`src/rtl/squeeze_out_ctrl.sv`:
```
// Squeeze-phase output sequencer: walks each rate block through the 1344-to-64 PISO
// one word at a time and requests another permutation when a block runs dry.
module squeeze_out_ctrl #(
    parameter int WORDS_PER_BLOCK = 21,
    parameter int LEN_W           = 16,
    parameter int IDX_W           = 5
) (
    input  logic             clk,
    input  logic             rst_n,
    input  logic             start,
    input  logic [LEN_W-1:0] total_words,
    input  logic             abort,
    input  logic             blk_valid,
    output logic             blk_ack,
    output logic             perm_req,
    output logic             load_en,
    output logic             shift_en,
    output logic             word_valid,
    input  logic             word_ready,
    output logic             last_word,
    output logic [IDX_W-1:0] word_idx,
    output logic [LEN_W-1:0] words_left,
    output logic             busy,
    output logic             done,
    output logic [2:0]       state_dbg
);

    typedef enum logic [2:0] {
        S_IDLE     = 3'd0,
        S_WAIT_BLK = 3'd1,
        S_LOAD     = 3'd2,
        S_STREAM   = 3'd3,
        S_DONE     = 3'd4
    } state_t;

    localparam logic [IDX_W-1:0] LAST_IDX = IDX_W'(WORDS_PER_BLOCK - 1);
    localparam logic [LEN_W-1:0] ONE_WORD = LEN_W'(1);

    state_t state;
    logic   handshake;
    logic   block_end;
    logic   final_word;

    // Word handshake: word_valid is high for the whole STREAM state and the word
    // on the PISO output stays put until accepted; a transfer happens in any cycle
    // with word_valid & word_ready, and that same cycle shifts the PISO.
    assign word_valid = (state == S_STREAM);
    assign handshake  = word_valid & word_ready & ~abort;
    assign block_end  = (word_idx == LAST_IDX);
    assign final_word = (words_left == ONE_WORD);

    assign shift_en  = handshake;
    assign last_word = word_valid & final_word;
    assign load_en   = (state == S_LOAD) & ~abort;
    assign blk_ack   = (state == S_LOAD) & ~abort;
    // Only a non-final block boundary needs another permutation.
    assign perm_req  = handshake & block_end & ~final_word;
    assign busy      = (state != S_IDLE);
    assign done      = (state == S_DONE);
    assign state_dbg = state;

    always_ff @(posedge clk or negedge rst_n) begin
        if (!rst_n) begin
            state      <= S_IDLE;
            words_left <= '0;
            word_idx   <= '0;
        end else if (abort) begin
            state      <= S_IDLE;
            words_left <= '0;
            word_idx   <= '0;
        end else begin
            case (state)
                S_IDLE: begin
                    if (start) begin
                        if (total_words != '0) begin
                            words_left <= total_words;
                            word_idx   <= '0;
                            state      <= S_WAIT_BLK;
                        end else begin
                            state <= S_DONE;
                        end
                    end
                end
                S_WAIT_BLK: begin
                    if (blk_valid) begin
                        state <= S_LOAD;
                    end
                end
                S_LOAD: begin
                    word_idx <= '0;
                    state    <= S_STREAM;
                end
                S_STREAM: begin
                    if (handshake) begin
                        words_left <= words_left - ONE_WORD;
                        if (final_word) begin
                            state <= S_DONE;
                        end else if (block_end) begin
                            word_idx <= '0;
                            state    <= S_WAIT_BLK;
                        end else begin
                            word_idx <= word_idx + IDX_W'(1);
                        end
                    end
                end
                S_DONE: begin
                    state <= S_IDLE;
                end
                default: begin
                    state <= S_IDLE;
                end
            endcase
        end
    end

`ifndef SYNTHESIS
    a_idx_in_block: assert property (@(posedge clk) disable iff (!rst_n)
        word_idx <= LAST_IDX);
    a_shift_needs_valid: assert property (@(posedge clk) disable iff (!rst_n)
        shift_en |-> word_valid);
    a_perm_on_transfer: assert property (@(posedge clk) disable iff (!rst_n)
        perm_req |-> shift_en);
`endif

endmodule
```
`config.mk`:
```
export PLATFORM = sky130hd
export DESIGN_NAME = squeeze_out_ctrl
export DESIGN_NICKNAME = d
export VERILOG_FILES = /design/src/rtl/squeeze_out_ctrl.sv
export SDC_FILE = /design/constraint.sdc
export NUM_CORES = 1
export LEC_CHECK = 0
export ABC_AREA = 1
export BUFFER_PORTS_ARGS = -buffer_cell sky130_fd_sc_hd__buf_4
export CORE_MARGIN = 2
export CORE_UTILIZATION = 40
export CTS_CLUSTER_SIZE = 25
export DETAILED_ROUTE_END_ITERATION = 8
export SYNTH_ARGS = -nofsm -noshare
export SYNTH_HDL_FRONTEND = slang
export SYNTH_SLANG_ARGS = --single-unit
export TNS_END_PERCENT = 5
```
`constraint.sdc`:
```
create_clock -name clk -period 1.7 [get_ports clk]
set_input_delay 0.255 -clock clk [delete_from_list [all_inputs] [get_ports clk]]
set_output_delay 0.255 -clock clk [all_outputs]
set_load 0.01 [all_outputs]
```
==> reports/results.ini, run 1 <==
[status]
status = complete, but fails checks
violations = negative setup slack

[pwr]
ir_worst_vdd_mv = 0.6738
pwr_density_cell_nw_per_um2 = 1400
leakagePower_nw = 1.432
total_power_mw = 3.722

[sta]
hold_viol = 0
worst_slew_pin_slew_ps = 412.4
setup_tns_ps = -29.96
rsz0062_at_grt = yes
slew_headroom_pct = 72.44
maxSlewViolCount = 0
min_period_ps = 1730
setup_slack_ps = -29.96
finalCritPeriodShare_pct = 101.8
report.final.setup_viol = 1
skew_ps = 2.540
fmax_mhz = 578.0

[routing]
drc = 0
via_count = 2082
drtPass1Iterations = 4
vias_per_cell = 4.842
drt_iter0_drc = 86
finalWirelength_um = 5302
ant_nets = 0
wire_per_inst_um = 12.33

[clock_tree]
cts_buffers = 3
clock_path_buffers = 2
cts_root_buf = clkbuf_8
clk_latency_ps = 270
clkSinkCount = 24
clkSlewWorstSetupHoldPaths_ps = 90
htree_levels = 1
cts_tree = built

[global_routing]
grt_max_degree = 25
grt_usage_pct = 20.43
antenna_found_initial = 0
grt_pass1_vias = 1900
overflow = 0
grt_pass1_wl_um = 8583

[critical_path]
crit_buf_inv = 2
critical_path.max_stage_delay_ps = 400
worstPathMaxFanout = 4
crit_required_ps = 1440
cp.arrival_ps = 1470
start_kind = flop
cpMaxStageDelayCell = dfrtp_1
cp_top_family = simple AND/OR/NAND/NOR gates
crit_type = reg -> out
critPathCaptureType = output pin
worstPathCellList = inv_2 -> ha_4 -> nand3_2 -> nor2_2 -> nand2_2 -> and3_4 -> buf_6

[yosys]
yosysSeqAreaShare_pct = 31.17
ys_top_cells_by_count = nand2_1, nor2_1, inv_1, nand3_1, dfrtp_1
synth-edff-count = 0
avgSynthCellArea_um2 = 6.401
synth_area_um2 = 1927
synth_nets = 327
ys_warn_count = 0
synthFlopType = dfrtp_1
synth_top_area_cell = dfrtp_1
synth.most_common_cell = nand2_1
yosys_register_bits = 24
ys_async_sr_fraction_pct = 100.0
synth.top_cell.area_share_pct = 31.17
synth.distinct_cells = 30
netlist_instances = 301
synth_area_leaders = dfrtp_1, nand2_1, nor2_1

[die]
core_area_um2 = 4692
die_w_um = 73.41
ios = 54
dieHeight_um = 73.41
dieArea_um2 = 5388
core.rowCount = 25
start_util_pct = 41.07

[place]
dpl_cell_area_um2 = 2514
place.gp.congestion = 0.9071
dpl.cell_count = 424
io_buffers = 53
dp_hpwl_um = 4066

[final_layout]
drive_above_1_share_pct = 31.65
finish.utilization_pct = 56.64
nNetsFinal = 404
n_antenna_cell = 0
instances_no_fill = 430
area_growth_pct = 37.92
final_area_um2 = 2658

[min_path]
hp-class = in -> reg

[job]
max_cap_viol_count = 0

==> registers in the layout, summed over array words and instances, names as in the netlist <==
name        flops
word_idx        5
words_left     16
state_dbg       3
==> report_power, final <==
part           total, mW  switching (mW)  internal (mW)
Combinational       2.46            1.42           1.04
Sequential         0.910           0.164          0.745
Clock              0.356           0.197          0.159
==> layer usage <==
layer,vias to the layer above,track usage (%),part of all wire [%],wire (um)
met5,-,0,0,0
met4,0,4.848,0.77,41
met3,4,2.743,4.2,221
met2,45,35.84,50,2656
met1,930,26.57,45,2383
li1,1103,-,-,-
==> cells in the final DEF (no fill, tap or decap), types with 3 or more instances in the layout <==
master	count
nand2_2	5
nor2_2	9
ha_1	3
nand3_1	23
dfrtp_1	20
nand2_1	113
inv_1	28
inv_2	4
o21ai_0	7
nand3_2	3
o21ai_1	3
nor3_1	3
xor2_1	3
a21oi_1	4
nand4_1	6
o21ai_2	3
nor2_1	36
buf_4	73
dfrtp_2	4
clkbuf_8	3
==> final cells by class <==
| cell class | count | area, um^2 |
|---|---|---|
| tap | 54 | 67.56 |
| fill | 482 | 2034 |
| sequential | 24 | 605.6 |
| inverter | 34 | 132.6 |
| timing repair buffer | 77 | 600.6 |
| multi-input combinational | 238 | 1210 |
| clock buffer | 3 | 41.29 |
==> timing repair <==
item / CTS / global route
setup buffers: 2 / 0
hold buffers: 1 / 0
setup endpoints to repair: 20 / 25
pin swaps: 0 / 2
endpoints found under the hold margin: 24 / 0
gates resized for setup: 6 / 19
==> worst paths after layout <==
path                            slack (ps)                       start  cells after the start                          to
worst max-delay path                   -30   words_left[1]$_DFFE_PN0P_                      7                    perm_req
worst min-delay path                   280              total_words[1]                      3   words_left[1]$_DFFE_PN0P_
worst max register to register          80   words_left[0]$_DFFE_PN0P_                      9   words_left[8]$_DFFE_PN0P_
worst min register to register         550  words_left[15]$_DFFE_PN0P_                      2  words_left[15]$_DFFE_PN0P_
max in group asynchronous             1010                       rst_n                      2   words_left[5]$_DFFE_PN0P_
min in group asynchronous              420                       rst_n                      2   words_left[8]$_DFFE_PN0P_
==> kinds of logic after synthesis <==
group / synth area share (%)
xor gates and xnor gates: 2.273
adders and majority gates: 2.598
buffers and inverters: 9.415
and+or+nand+nor: 47.60
DFF: 31.17
AOI/OAI and AO/OA: 6.948
==> worst reg2reg max path, stage by stage (launching register included) <==
cell	delay, ps
dfrtp_2	450
inv_1	100
ha_1	220
nand2_1	150
buf_4	180
o21ai_0	150
nand2_1	60
o21ai_0	130
nand2_1	70
nand2_1	50
==> stage by stage <==
| step | worst slack (ps) | hold slack [ps] |
|---|---|---|
| finish | -29.96 | 278.5 |
| detailed placement | -49.93 | 187.0 |
| global placement | 14.48 | 179.9 |
| floorplan | 171.9 | -40.59 |
| CTS | -67.99 | 281.1 |
| global route | -104.9 | 278.9 |
No activity file was read; power rests on OpenSTA's default activity.
==> run 2, diff against run 1 <==
--- a/config.mk
+++ b/config.mk
@@ -7,7 +7,7 @@
 export LEC_CHECK = 0
 export ABC_AREA = 1
 export BUFFER_PORTS_ARGS = -buffer_cell sky130_fd_sc_hd__buf_4
-export CORE_MARGIN = 2
+export CORE_MARGIN = 5
 export CORE_UTILIZATION = 40
 export CTS_CLUSTER_SIZE = 25
 export DETAILED_ROUTE_END_ITERATION = 8
==> run 2 against run 1 <==
Against the previous run:
- critical endpoint unchanged
- first-iteration DRC count grew 23%
- clock-buffer cell count increased by 1
- largest cell class unchanged
- die area rose by 17%
- global-route usage fell by 2.0 points
- maximum frequency up 0.94%
- power grew 3.0%
- setup slack gained 16 ps
- the run still ends with negative setup slack left
==> reports/results.ini, run 2 (synthesis results as in run 1) <==
[critical_path]
crit_type = reg -> out
crit_required_ps = 1440
cp_top_family = simple AND/OR/NAND/NOR gates
critical_path.max_stage_delay_ps = 370
crit_buf_inv = 2
cp_common_cell = buf_6
start_kind = flop
worstPathMaxFanout = 4
cpMaxStageDelayCell = dfrtp_1
worstPathCellList = nand2_2 -> nor2_8 -> buf_6 -> nand2_8 -> nor2_4 -> and3_4 -> buf_6
cp.arrival_ps = 1460
critPathCaptureType = output pin

[routing]
finalWirelength_um = 5574
wire_per_inst_um = 12.81
ant_nets = 0
drc = 0
vias_per_cell = 4.929
drtPass1Iterations = 4
drt_iter0_drc = 106
via_count = 2144

[die]
core_area_um2 = 4692
start_util_pct = 41.07
die_w_um = 79.41
dieHeight_um = 79.41
ios = 54
core.rowCount = 25
dieArea_um2 = 6305

[job]
max_cap_viol_count = 0

[pwr]
leakagePower_nw = 1.454
combPwrFrac_pct = 65.4
p_seq_share_pct = 23.9
p_int_mw = 2.012
ir_worst_vdd_mv = 0.9066
total_power_mw = 3.833
switchingPower_mw = 1.822
pwr_density_cell_nw_per_um2 = 1402
clkPwrFrac_pct = 10.6
swShare_pct = 47.52

[place]
dpl_cell_area_um2 = 2484
dpl.cell_count = 420
dp_hpwl_um = 4188
io_buffers = 53
place.gp.congestion = 0.8326

[clock_tree]
cts_tree = built
cts_buffers = 3
clock_path_buffers = 2
htree_levels = 1
clkSinkCount = 24
cts_root_buf = clkbuf_8
clk_latency_ps = 270
clkSlewWorstSetupHoldPaths_ps = 90

[sta]
fmax_mhz = 583.5
setup_slack_ps = -13.92
slew_headroom_pct = 71.71
rsz0062_at_grt = yes
min_period_ps = 1714
report.final.setup_viol = 1
hold_viol = 0
skew_ps = 4.760
finalCritPeriodShare_pct = 100.8
maxSlewViolCount = 0
worst_slew_pin_slew_ps = 423.3

[global_routing]
antenna_found_initial = 0
overflow = 0
grt_usage_pct = 18.42
grt_max_degree = 25
grt_pass1_vias = 2067
grt_pass1_wl_um = 9425

[final_layout]
nNetsFinal = 408
multi_input_area_um2 = 1241
area_growth_pct = 41.88
top_register = words_left
finish.utilization_pct = 58.27
final_common_cell = nand2_1
largest_register_ffs = 16
fillers = 492
instances_no_fill = 435
final_cell_mix = nand2_1, buf_4, nor2_1
drive_above_1_share_pct = 34.12
n_antenna_cell = 0
register_area_um2 = 604.3
final_area_um2 = 2734

[status]
violations = negative setup slack
status = complete, but fails checks

[min_path]
hp-class = in -> reg

-- run 2: cell count changes in the layout (fill, tap and decap cells not counted), moves of 2 or more --
cell / delta
nor2_1: -2
nor2_4: +4
buf_4: +4
nand2_1: -3
inv_1: -2
nor2_2: -2
nand2_2: +3
-- run 2: worst paths after layout --
check	start	end	slack, ps	depth (start not counted)
setup reg to reg	state_dbg[2]$_DFFE_PN0P_	words_left[3]$_DFFE_PN0P_	120	9
hold reg to reg	words_left[15]$_DFFE_PN0P_	words_left[15]$_DFFE_PN0P_	560	2
min in group asynchronous	rst_n	words_left[10]$_DFFE_PN0P_	420	2
hold / removal	total_words[1]	words_left[1]$_DFFE_PN0P_	280	3
max in group asynchronous	rst_n	state_dbg[2]$_DFFE_PN0P_	1020	2
setup / recovery	state_dbg[1]$_DFFE_PN0P_	perm_req	-10	7
-- run 2: area by class of cell --
cell class | instances | share of cell area (%)
multi-input combinational | 238 | 45.40
clock buffer | 4 | 2.014
tap | 54 | 2.471
sequential | 24 | 22.11
inverter | 34 | 4.943
timing repair buffer | 81 | 23.07
-- run 2: timing repair --
action,4_1_cts,5_1_grt
gates resized for setup,16,21
pin swaps,2,6
buffers inserted,4,6
endpoints found under the hold margin,24,0
hold buffers,1,0
gates cloned,0,0
endpoints found under the setup margin,20,25
-- run 2: metrics by stage --
stage / setup slack (ps) / setup TNS, ps / hold slack, ps
2_1_floorplan: 171.9 / 0 / -40.59
4_1_cts: -54.48 / -704.1 / 275.8
3_3_place_gp: 13.95 / 0 / 178.3
3_5_place_dp: -35.99 / -396.8 / 178.9
5_1_grt: -82.32 / -319.2 / 292.2
6_report: -13.92 / -13.92 / 277.1
-- run 2: power groups by stage --
stage / Clock, mW / Combinational (mW) / Sequential, mW
6_report: 0.406 / 2.51 / 0.918
5_1_grt: 0.450 / 2.82 / 0.945
4_1_cts: 0.419 / 2.37 / 0.915
3_5_place_dp: 0 / 2.26 / 0.923
3_3_place_gp: 0 / 2.24 / 0.923
2_1_floorplan: 0 / 1.28 / 1.02
-- run 2: per-layer routing --
| layer | GRT usage (%) | routed length [um] | up-vias |
|---|---|---|---|
| met2 | 33.50 | 2840 | 54 |
| met4 | 3.608 | 29 | 0 |
| met3 | 2.709 | 262 | 2 |
| met5 | 0 | 0 | - |
| li1 | - | - | 1109 |
| met1 | 23.08 | 2441 | 979 |
-- run 2: worst reg2reg max path: cells and delay by family (launching register included) --
family	cells	cell delay, ps
buffers and inverters	3	410
flip-flops	1	460
AND/OR/NAND/NOR	5	590
AO/OA/AOI/OAI	1	50
